`config.mk`:
```
export PLATFORM = sky130hd
export DESIGN_NAME = ex_mem_stage_flat
export DESIGN_NICKNAME = d
export VERILOG_FILES = /design/src/rtl/ex_mem_stage_if.sv /design/src/rtl/ex_mem_stage.sv /design/src/flat_wrapper.sv
export SDC_FILE = /design/constraint.sdc
export NUM_CORES = 1
export LEC_CHECK = 0
export ABC_AREA = 1
export BUFFER_PORTS_ARGS = -buffer_cell sky130_fd_sc_hd__buf_2
export CORE_AREA = 3 3 214 216
export DETAILED_ROUTE_END_ITERATION = 16
export DIE_AREA = 0 0 217 219
export MAX_ROUTING_LAYER = met4
export PLACE_DENSITY_LB_ADDON = 0.25
export REMOVE_ABC_BUFFERS = 1
export SYNTH_ARGS = -nofsm -noshare
export SYNTH_HDL_FRONTEND = slang
export SYNTH_SLANG_ARGS = --single-unit
export TNS_END_PERCENT = 100
```
`constraint.sdc`:
```
create_clock -name i_clk -period 3.6 [get_ports i_clk]
set_input_delay 0 -clock i_clk [delete_from_list [all_inputs] [get_ports i_clk]]
set_output_delay 0 -clock i_clk [all_outputs]
set_load 0.05 [all_outputs]
```
`src/rtl/ex_mem_stage_if.sv`:
```
// Bundle of ID/EX inputs and EX/MEM outputs for the execute stage.
// master drives the instruction side; slave is the execute stage itself.
interface ex_mem_stage_if #(
    parameter int DATA_W     = 32,
    parameter int REG_ADDR_W = 5
);
    logic [3:0]            i_alu_ctl;
    logic [DATA_W-1:0]     i_rs_data;
    logic [DATA_W-1:0]     i_rt_data;
    logic [DATA_W-1:0]     i_imm;
    logic                  i_alu_src;
    logic [4:0]            i_shamt;
    logic [DATA_W-1:0]     i_link_pc;
    logic [REG_ADDR_W-1:0] i_dst_addr;
    logic                  i_reg_write;
    logic                  i_mem_read;
    logic                  i_mem_write;
    logic                  i_mem_to_reg;
    logic                  i_valid;
    logic                  i_stall;
    logic                  i_flush;
    logic [1:0]            i_fwd_a;
    logic [1:0]            i_fwd_b;
    logic [DATA_W-1:0]     i_mem_fwd_data;
    logic [DATA_W-1:0]     i_wb_fwd_data;

    logic [DATA_W-1:0]     o_alu_result;
    logic                  o_zero;
    logic [DATA_W-1:0]     o_store_data;
    logic [REG_ADDR_W-1:0] o_dst_addr;
    logic                  o_reg_write;
    logic                  o_mem_read;
    logic                  o_mem_write;
    logic                  o_mem_to_reg;
    logic                  o_valid;

    modport master (
        output i_alu_ctl, i_rs_data, i_rt_data, i_imm, i_alu_src, i_shamt,
               i_link_pc, i_dst_addr, i_reg_write, i_mem_read, i_mem_write,
               i_mem_to_reg, i_valid, i_stall, i_flush, i_fwd_a, i_fwd_b,
               i_mem_fwd_data, i_wb_fwd_data,
        input  o_alu_result, o_zero, o_store_data, o_dst_addr, o_reg_write,
               o_mem_read, o_mem_write, o_mem_to_reg, o_valid
    );

    modport slave (
        input  i_alu_ctl, i_rs_data, i_rt_data, i_imm, i_alu_src, i_shamt,
               i_link_pc, i_dst_addr, i_reg_write, i_mem_read, i_mem_write,
               i_mem_to_reg, i_valid, i_stall, i_flush, i_fwd_a, i_fwd_b,
               i_mem_fwd_data, i_wb_fwd_data,
        output o_alu_result, o_zero, o_store_data, o_dst_addr, o_reg_write,
               o_mem_read, o_mem_write, o_mem_to_reg, o_valid
    );
endinterface

```
`src/rtl/ex_mem_stage.sv`:
```
// MIPS execute stage (forward mux, ALU) plus EX/MEM pipeline register.
// Operand forwarding is enabled by defining EX_FWD_EN.
module ex_mem_stage #(
    parameter int DATA_W     = 32,
    parameter int REG_ADDR_W = 5
) (
    input  logic           i_clk,
    input  logic           i_rst_n,
    ex_mem_stage_if.slave  bus
);

    logic [DATA_W-1:0]     op_a;
    logic [DATA_W-1:0]     op_bf;
    logic [DATA_W-1:0]     op_b;
    logic [DATA_W-1:0]     result;
    logic                  zero;

    logic [DATA_W-1:0]     result_q;
    logic                  zero_q;
    logic [DATA_W-1:0]     store_q;
    logic [REG_ADDR_W-1:0] dst_q;
    logic                  reg_write_q;
    logic                  mem_read_q;
    logic                  mem_write_q;
    logic                  mem_to_reg_q;
    logic                  valid_q;

`ifdef EX_FWD_EN
    function automatic logic [DATA_W-1:0] fwd_sel(
        input logic [1:0]        sel,
        input logic [DATA_W-1:0] idex,
        input logic [DATA_W-1:0] mem,
        input logic [DATA_W-1:0] wb
    );
        case (sel)
            2'b01:   return mem;
            2'b10:   return wb;
            default: return idex;
        endcase
    endfunction

    assign op_a  = fwd_sel(bus.i_fwd_a, bus.i_rs_data, bus.i_mem_fwd_data, bus.i_wb_fwd_data);
    assign op_bf = fwd_sel(bus.i_fwd_b, bus.i_rt_data, bus.i_mem_fwd_data, bus.i_wb_fwd_data);
`else
    // Forward ports stay on the interface but have no effect in this build.
    logic unused_fwd;
    assign unused_fwd = ^{bus.i_fwd_a, bus.i_fwd_b, bus.i_mem_fwd_data, bus.i_wb_fwd_data};
    assign op_a  = bus.i_rs_data;
    assign op_bf = bus.i_rt_data;
`endif

    assign op_b = bus.i_alu_src ? bus.i_imm : op_bf;

    always_comb begin
        result = '0;
        case (bus.i_alu_ctl)
            4'd0:    result = op_a & op_b;
            4'd1:    result = op_a | op_b;
            4'd2:    result = op_a + op_b;
            4'd3:    result = ~(op_a | op_b);
            4'd4:    result = op_a ^ op_b;
            4'd5:    result = op_b << bus.i_shamt;
            4'd6:    result = op_a - op_b;
            4'd7:    result = ($signed(op_a) < $signed(op_b)) ? DATA_W'(1) : '0;
            4'd8:    result = {op_b[15:0], {(DATA_W-16){1'b0}}};
            4'd9:    result = op_b << op_a[4:0];
            4'd10:   result = op_b >> bus.i_shamt;
            4'd11:   result = op_b >> op_a[4:0];
            4'd12:   result = $signed(op_b) >>> bus.i_shamt;
            4'd13:   result = $signed(op_b) >>> op_a[4:0];
            4'd15:   result = bus.i_link_pc;
            default: result = '0;
        endcase
    end

    assign zero = (result == '0);

    // Flush outranks stall so a squashed instruction never lingers in MEM.
    always_ff @(posedge i_clk) begin
        if (!i_rst_n || bus.i_flush) begin
            result_q     <= '0;
            zero_q       <= 1'b0;
            store_q      <= '0;
            dst_q        <= '0;
            reg_write_q  <= 1'b0;
            mem_read_q   <= 1'b0;
            mem_write_q  <= 1'b0;
            mem_to_reg_q <= 1'b0;
            valid_q      <= 1'b0;
        end else if (!bus.i_stall) begin
            result_q     <= result;
            zero_q       <= zero;
            store_q      <= op_bf;
            dst_q        <= bus.i_dst_addr;
            reg_write_q  <= bus.i_reg_write  & bus.i_valid;
            mem_read_q   <= bus.i_mem_read   & bus.i_valid;
            mem_write_q  <= bus.i_mem_write  & bus.i_valid;
            mem_to_reg_q <= bus.i_mem_to_reg & bus.i_valid;
            valid_q      <= bus.i_valid;
        end
    end

    assign bus.o_alu_result = result_q;
    assign bus.o_zero       = zero_q;
    assign bus.o_store_data = store_q;
    assign bus.o_dst_addr   = dst_q;
    assign bus.o_reg_write  = reg_write_q;
    assign bus.o_mem_read   = mem_read_q;
    assign bus.o_mem_write  = mem_write_q;
    assign bus.o_mem_to_reg = mem_to_reg_q;
    assign bus.o_valid      = valid_q;

endmodule

```
`src/flat_wrapper.sv`:
```
// flat-port wrapper written by rule: the top's interface ports become plain ports
module ex_mem_stage_flat 
#(
    parameter int DATA_W     = 32,
    parameter int REG_ADDR_W = 5
)
  (i_clk, i_rst_n, bus_i_alu_ctl, bus_i_rs_data, bus_i_rt_data, bus_i_imm, bus_i_alu_src, bus_i_shamt, bus_i_link_pc, bus_i_dst_addr, bus_i_reg_write, bus_i_mem_read, bus_i_mem_write, bus_i_mem_to_reg, bus_i_valid, bus_i_stall, bus_i_flush, bus_i_fwd_a, bus_i_fwd_b, bus_i_mem_fwd_data, bus_i_wb_fwd_data, bus_o_alu_result, bus_o_zero, bus_o_store_data, bus_o_dst_addr, bus_o_reg_write, bus_o_mem_read, bus_o_mem_write, bus_o_mem_to_reg, bus_o_valid);
  ex_mem_stage_if #(.DATA_W(DATA_W), .REG_ADDR_W(REG_ADDR_W)) bus_i ();
  input  logic i_clk;
  input  logic i_rst_n;
  input wire logic [$bits(bus_i.i_alu_ctl)-1:0] bus_i_alu_ctl;
  input wire logic [$bits(bus_i.i_rs_data)-1:0] bus_i_rs_data;
  input wire logic [$bits(bus_i.i_rt_data)-1:0] bus_i_rt_data;
  input wire logic [$bits(bus_i.i_imm)-1:0] bus_i_imm;
  input wire logic [$bits(bus_i.i_alu_src)-1:0] bus_i_alu_src;
  input wire logic [$bits(bus_i.i_shamt)-1:0] bus_i_shamt;
  input wire logic [$bits(bus_i.i_link_pc)-1:0] bus_i_link_pc;
  input wire logic [$bits(bus_i.i_dst_addr)-1:0] bus_i_dst_addr;
  input wire logic [$bits(bus_i.i_reg_write)-1:0] bus_i_reg_write;
  input wire logic [$bits(bus_i.i_mem_read)-1:0] bus_i_mem_read;
  input wire logic [$bits(bus_i.i_mem_write)-1:0] bus_i_mem_write;
  input wire logic [$bits(bus_i.i_mem_to_reg)-1:0] bus_i_mem_to_reg;
  input wire logic [$bits(bus_i.i_valid)-1:0] bus_i_valid;
  input wire logic [$bits(bus_i.i_stall)-1:0] bus_i_stall;
  input wire logic [$bits(bus_i.i_flush)-1:0] bus_i_flush;
  input wire logic [$bits(bus_i.i_fwd_a)-1:0] bus_i_fwd_a;
  input wire logic [$bits(bus_i.i_fwd_b)-1:0] bus_i_fwd_b;
  input wire logic [$bits(bus_i.i_mem_fwd_data)-1:0] bus_i_mem_fwd_data;
  input wire logic [$bits(bus_i.i_wb_fwd_data)-1:0] bus_i_wb_fwd_data;
  output wire logic [$bits(bus_i.o_alu_result)-1:0] bus_o_alu_result;
  output wire logic [$bits(bus_i.o_zero)-1:0] bus_o_zero;
  output wire logic [$bits(bus_i.o_store_data)-1:0] bus_o_store_data;
  output wire logic [$bits(bus_i.o_dst_addr)-1:0] bus_o_dst_addr;
  output wire logic [$bits(bus_i.o_reg_write)-1:0] bus_o_reg_write;
  output wire logic [$bits(bus_i.o_mem_read)-1:0] bus_o_mem_read;
  output wire logic [$bits(bus_i.o_mem_write)-1:0] bus_o_mem_write;
  output wire logic [$bits(bus_i.o_mem_to_reg)-1:0] bus_o_mem_to_reg;
  output wire logic [$bits(bus_i.o_valid)-1:0] bus_o_valid;
  assign bus_i.i_alu_ctl = bus_i_alu_ctl;
  assign bus_i.i_rs_data = bus_i_rs_data;
  assign bus_i.i_rt_data = bus_i_rt_data;
  assign bus_i.i_imm = bus_i_imm;
  assign bus_i.i_alu_src = bus_i_alu_src;
  assign bus_i.i_shamt = bus_i_shamt;
  assign bus_i.i_link_pc = bus_i_link_pc;
  assign bus_i.i_dst_addr = bus_i_dst_addr;
  assign bus_i.i_reg_write = bus_i_reg_write;
  assign bus_i.i_mem_read = bus_i_mem_read;
  assign bus_i.i_mem_write = bus_i_mem_write;
  assign bus_i.i_mem_to_reg = bus_i_mem_to_reg;
  assign bus_i.i_valid = bus_i_valid;
  assign bus_i.i_stall = bus_i_stall;
  assign bus_i.i_flush = bus_i_flush;
  assign bus_i.i_fwd_a = bus_i_fwd_a;
  assign bus_i.i_fwd_b = bus_i_fwd_b;
  assign bus_i.i_mem_fwd_data = bus_i_mem_fwd_data;
  assign bus_i.i_wb_fwd_data = bus_i_wb_fwd_data;
  assign bus_o_alu_result = bus_i.o_alu_result;
  assign bus_o_zero = bus_i.o_zero;
  assign bus_o_store_data = bus_i.o_store_data;
  assign bus_o_dst_addr = bus_i.o_dst_addr;
  assign bus_o_reg_write = bus_i.o_reg_write;
  assign bus_o_mem_read = bus_i.o_mem_read;
  assign bus_o_mem_write = bus_i.o_mem_write;
  assign bus_o_mem_to_reg = bus_i.o_mem_to_reg;
  assign bus_o_valid = bus_i.o_valid;
  ex_mem_stage #(.DATA_W(DATA_W), .REG_ADDR_W(REG_ADDR_W)) u_core (.i_clk(i_clk), .i_rst_n(i_rst_n), .bus(bus_i));
endmodule
```
==> summary.txt <==
Floorplan
  • Initial Utilization: 34.8%
  • Placeable core area: 44,100 µm²
  • Horizontal die dimension: 217 µm
  • Vert. Die Dim: 219 µm
  • FP Rows: 77
  • Die area: 47,500 µm²
  • Number of I/O pins: 295

Timing
  • Ratio of final minimum period to clock period: 97.8%
  • Fin. Hold Viols: 0
  • Actual transition at the worst max-transition pin: 0.728 ns
  • Final setup violation count: 0
  • Worst-case headroom to the max-slew limit: 51.4%
  • Shortest period the worst path allows: 3.52 ns
  • Highest Clock Rate: 284 MHz
  • Final Max Slew Viols: 0
  • Post-Route Skew: 0 ns

Synthesis
  • FFs w/ async S/R, synth: 0%
  • Post-Synth XOR/XNOR Area: 0.399%
  • Synth area leaders: nand2_1 25%, nand3_1 21%, dfxtp_1 9.8%
  • Cell type contributing the most total cell area after synthesis: nand2_1
  • Number of synthesized flops with an enable pin: 0
  • Adder-cell share of the synthesized area: 8.08%
  • Area fraction in and, or, nand and nor cells after synthesis: 55.2%
  • Number of library cell types mapped by synthesis: 48
  • Syn Area/Cell: 5.12 µm²
  • Cell count after synthesis: 3,001
  • Area fraction of the dominant cell type after synthesis: 25.0%
  • Dominant register cell in the synthesized netlist: dfxtp_1
  • Share of synthesized area spent on multiplexers: 0%
  • Number of register bits inferred by synthesis: 75
  • Dominant combinational cell family by area after synthesis: simple AND/OR/NAND/NOR gates
  • Sequential area share after synthesis: 9.78%
  • YS warnings: 0
  • Share of the synthesized area in compound gates (AO/OA/AOI/OAI): 14.8%
  • Post-synthesis cell area: 15,400 µm²

Drt
  • Detailed router's first-iteration violation count: 3,543
  • Via count: 23.0k
  • First-pass DRT Iterations: 6
  • Number of routed nets with antenna violations: 0
  • Post-detailed-route DRC marker count: 0
  • Routed WL per cell: 23.8 µm
  • Vias/cell: 5.63
  • Routed WL: 97,400 µm

Setup path
  • Number of logic stages on the critical path including buffering: 20
  • Required @ worst endpoint: 3.90 ns
  • Startpoint class of the critical path: input port
  • Library cell contributing the largest single delay on the critical path: dlygate4sd3_1
  • Critical setup path kind: in2reg
  • Cell type group with the largest total delay on the critical path: simple AND/OR/NAND/NOR gates
  • Worst setup EP type: register
  • Data arrival, critical path: 3.81 ns
  • Launching instance or port of the critical path: bus_i_rt_data[5]
  • Capture point of the critical path: u_core.bus.o_zero
  • R2R Path End: u_core.bus.o_alu_result[28]
  • R2R cell count: 4
  • Source of the worst register-to-register timing path: u_core.bus.o_alu_result[28]
  • Cells along the critical path: dlygate4sd3_1 -> buf_2 -> o21ai_1 -> buf_4 -> ha_1 -> buf_4 -> a21oi_1 -> buf_4 -> o21ai_0 -> o21ai_0 -> nand3_1 -> nor2_1 -> nand2_1 -> nor2_1 -> nand2_1 -> nor2_2 -> nand3_2 -> nor2_1 -> nand2_1 -> a21oi_2
  • Maximum fanout count along the critical path: 5
  • R2r setup slk: 2.83 ns
  • Number of buffer and inverter stages on the critical path: 5
  • Maximum cell stage delay along the critical path: 0.53 ns

Cells and area
  • Leading cell types in the layout, fill and taps excluded: 1,019 x nand2_1, 643 x nand3_1, 345 x buf_4, 274 x inv_1, 228 x nor2_1
  • Area Overhead vs Synth: 31.7%
  • Count of placed standard cells in the final layout, fillers left out: 4,092
  • Area used by sequential logic in the layout: 1500 µm²
  • Footprint of the multi-input gates: 12,200 µm²
  • Total number of nets in the final design: 3,810
  • # fillers: 5,116
  • Share of post-route cells with drive strength above 1: 19.6%
  • Leading cell type in the layout, fill and taps excluded: nand2_1
  • Finished Core Util: 45.8%

Clock network
  • Number of clock sinks seen by CTS: 75
  • TritonCTS clock tree: done
  • Max H-tree Level: 3
  • CTS clk-pin slew, worst paths: 0.07 ns
  • Maximum buffer depth of the clock tree: 2
  • Cell at the root of the clock tree: clkbuf_16
  • Number of buffers added by the clock tree synthesis step: 9
  • Clock latency at the later pin of the worst-skew pair: 0.36 ns

Pwr
  • Worst vdd ir: 0.000207 V
  • Leakage: 10.9 nW
  • Fraction of power consumed by the clock network: 17.2%
  • Switching share of power: 52.9%
  • Internal Pwr Total: 2.61 mW
  • Sequential fraction of design power: 15.8%
  • Switching power of the nets: 2.93 mW
  • Combinational fraction of design power: 67.0%
  • Power density of the placed cells: 274 nW/µm²

Placement
  • Final RePlAce weighted congestion: 1.10
  • Inst Count DP: 4,028
  • Count of buffers from port buffering: 226
  • HPWL reported at the end of detailed placement: 80,000 µm

Global routing
  • Total track usage: 40.4%
  • GRT overflow: 0
  • Wire length of the first global-routing pass: 139,000 µm
  • Number of global-route vias before repair: 21.0k
  • Antenna violations before repair: 6
  • Pin count of the biggest net entering global routing: 64

Job
  • Max_cap viols: 0

Status
  • Result of the run: finished, final reports clean

Worst hold path
  • Worst hold-check path type: in2reg
[cells by family after synthesis]
| family | after synthesis |
|---|---|
| buffers and inverters | 438 |
| AOI/OAI and AO/OA | 392 |
| and+or+nand+nor | 1991 |
| DFF | 75 |
| adders and majority gates | 98 |
| xor gates and xnor gates | 7 |
[per-layer routing]
layer | vias to the layer above | GRT usage [%] | wire length (µm) | part of all wire [%]
met5 | - | - | 0 | 0
met4 | 0 | 23.2 | 7100 | 7.3
met1 | 10400 | 53.2 | 40200 | 41
met3 | 284 | 8.79 | 10900 | 11
li1 | 10900 | - | - | -
met2 | 1451 | 56.8 | 39200 | 40
[worst reg2reg max path, delay by kind of cell, from the launching register on]
kind            cells  cell delay [ns]
compound gates      1             0.09
buf+inv             1             0.07
flops               1             0.40
simple gates        2             0.17
[per-stage QoR]
stage	worst slack (ns)	cell area [µm²]	hold WS, ns	setup TNS (ns)	power (mW)
after floorplan	0.801	14700	0.130	0	2.71
after global placement	-0.268	19300	0.252	-0.268	4.42
after detailed placement	-0.236	19300	0.256	-0.236	4.39
after CTS	0.0530	20100	0.182	0	5.39
after global routing	-0.0145	20200	0.222	-0.0145	5.83
final	0.0804	20200	0.192	0	5.55
[timing repair]
| item | in CTS | in global routing |
|---|---|---|
| gates resized for setup | 0 | 43 |
| endpoints found under the setup margin | 0 | 2 |
| hold buffers | 42 | 0 |
| setup buffers | 0 | 3 |
| hold endpoints to repair | 42 | 0 |
[final cells by class]
type                            count  share of cell area [%]
Tap cell                          592                    3.66
Antenna cell                        3                  0.0371
Sequential cell                    75                    7.42
Timing Repair Buffer              626                    21.7
Multi-Input combinational cell   2488                    60.2
Inverter                          292                    5.44
Clock buffer                        9                    1.11
Clock inverter                      7                   0.371
[cells in the mapped netlist, drive strengths merged (6+ instances only)]
master and count:
a21oi 151, a31oi 6, buf 71, clkbuf 75, dfxtp 75, ha 96
inv 287, nand2 1033, nand3 650, nand4 22, nor2 251, nor3 23
o2111ai 8, o211ai 12, o21ai 164, o21bai 9, o221ai 8, o22ai 9
xor2 7
[power by group through the flow]
stage | Sequential, mW | Combinational, mW | Clock [mW]
2_1_floorplan | 1.01 | 1.70 | 0
3_3_place_gp | 0.897 | 3.53 | 0
3_5_place_dp | 0.897 | 3.50 | 0
4_1_cts | 0.878 | 3.55 | 0.962
5_1_grt | 0.882 | 3.96 | 0.993
6_report | 0.878 | 3.72 | 0.952
[how the worst min path moves through the flow]
| stage | from | endpoint | slack, ns | depth (start not counted) |
|---|---|---|---|---|
| after floorplan | bus_i_stall | u_core.bus.o_alu_result[14] | 0.13 | 2 |
| final | bus_i_flush | u_core.bus.o_store_data[31] | 0.19 | 5 |
| after global placement | bus_i_dst_addr[3] | u_core.bus.o_dst_addr[3] | 0.25 | 3 |
| after CTS | bus_i_flush | u_core.bus.o_alu_result[21] | 0.18 | 5 |
| after global routing | bus_i_flush | u_core.bus.o_store_data[31] | 0.22 | 5 |
| after detailed placement | bus_i_dst_addr[3] | u_core.bus.o_dst_addr[3] | 0.26 | 3 |
(Power assumes the default switching activity.)
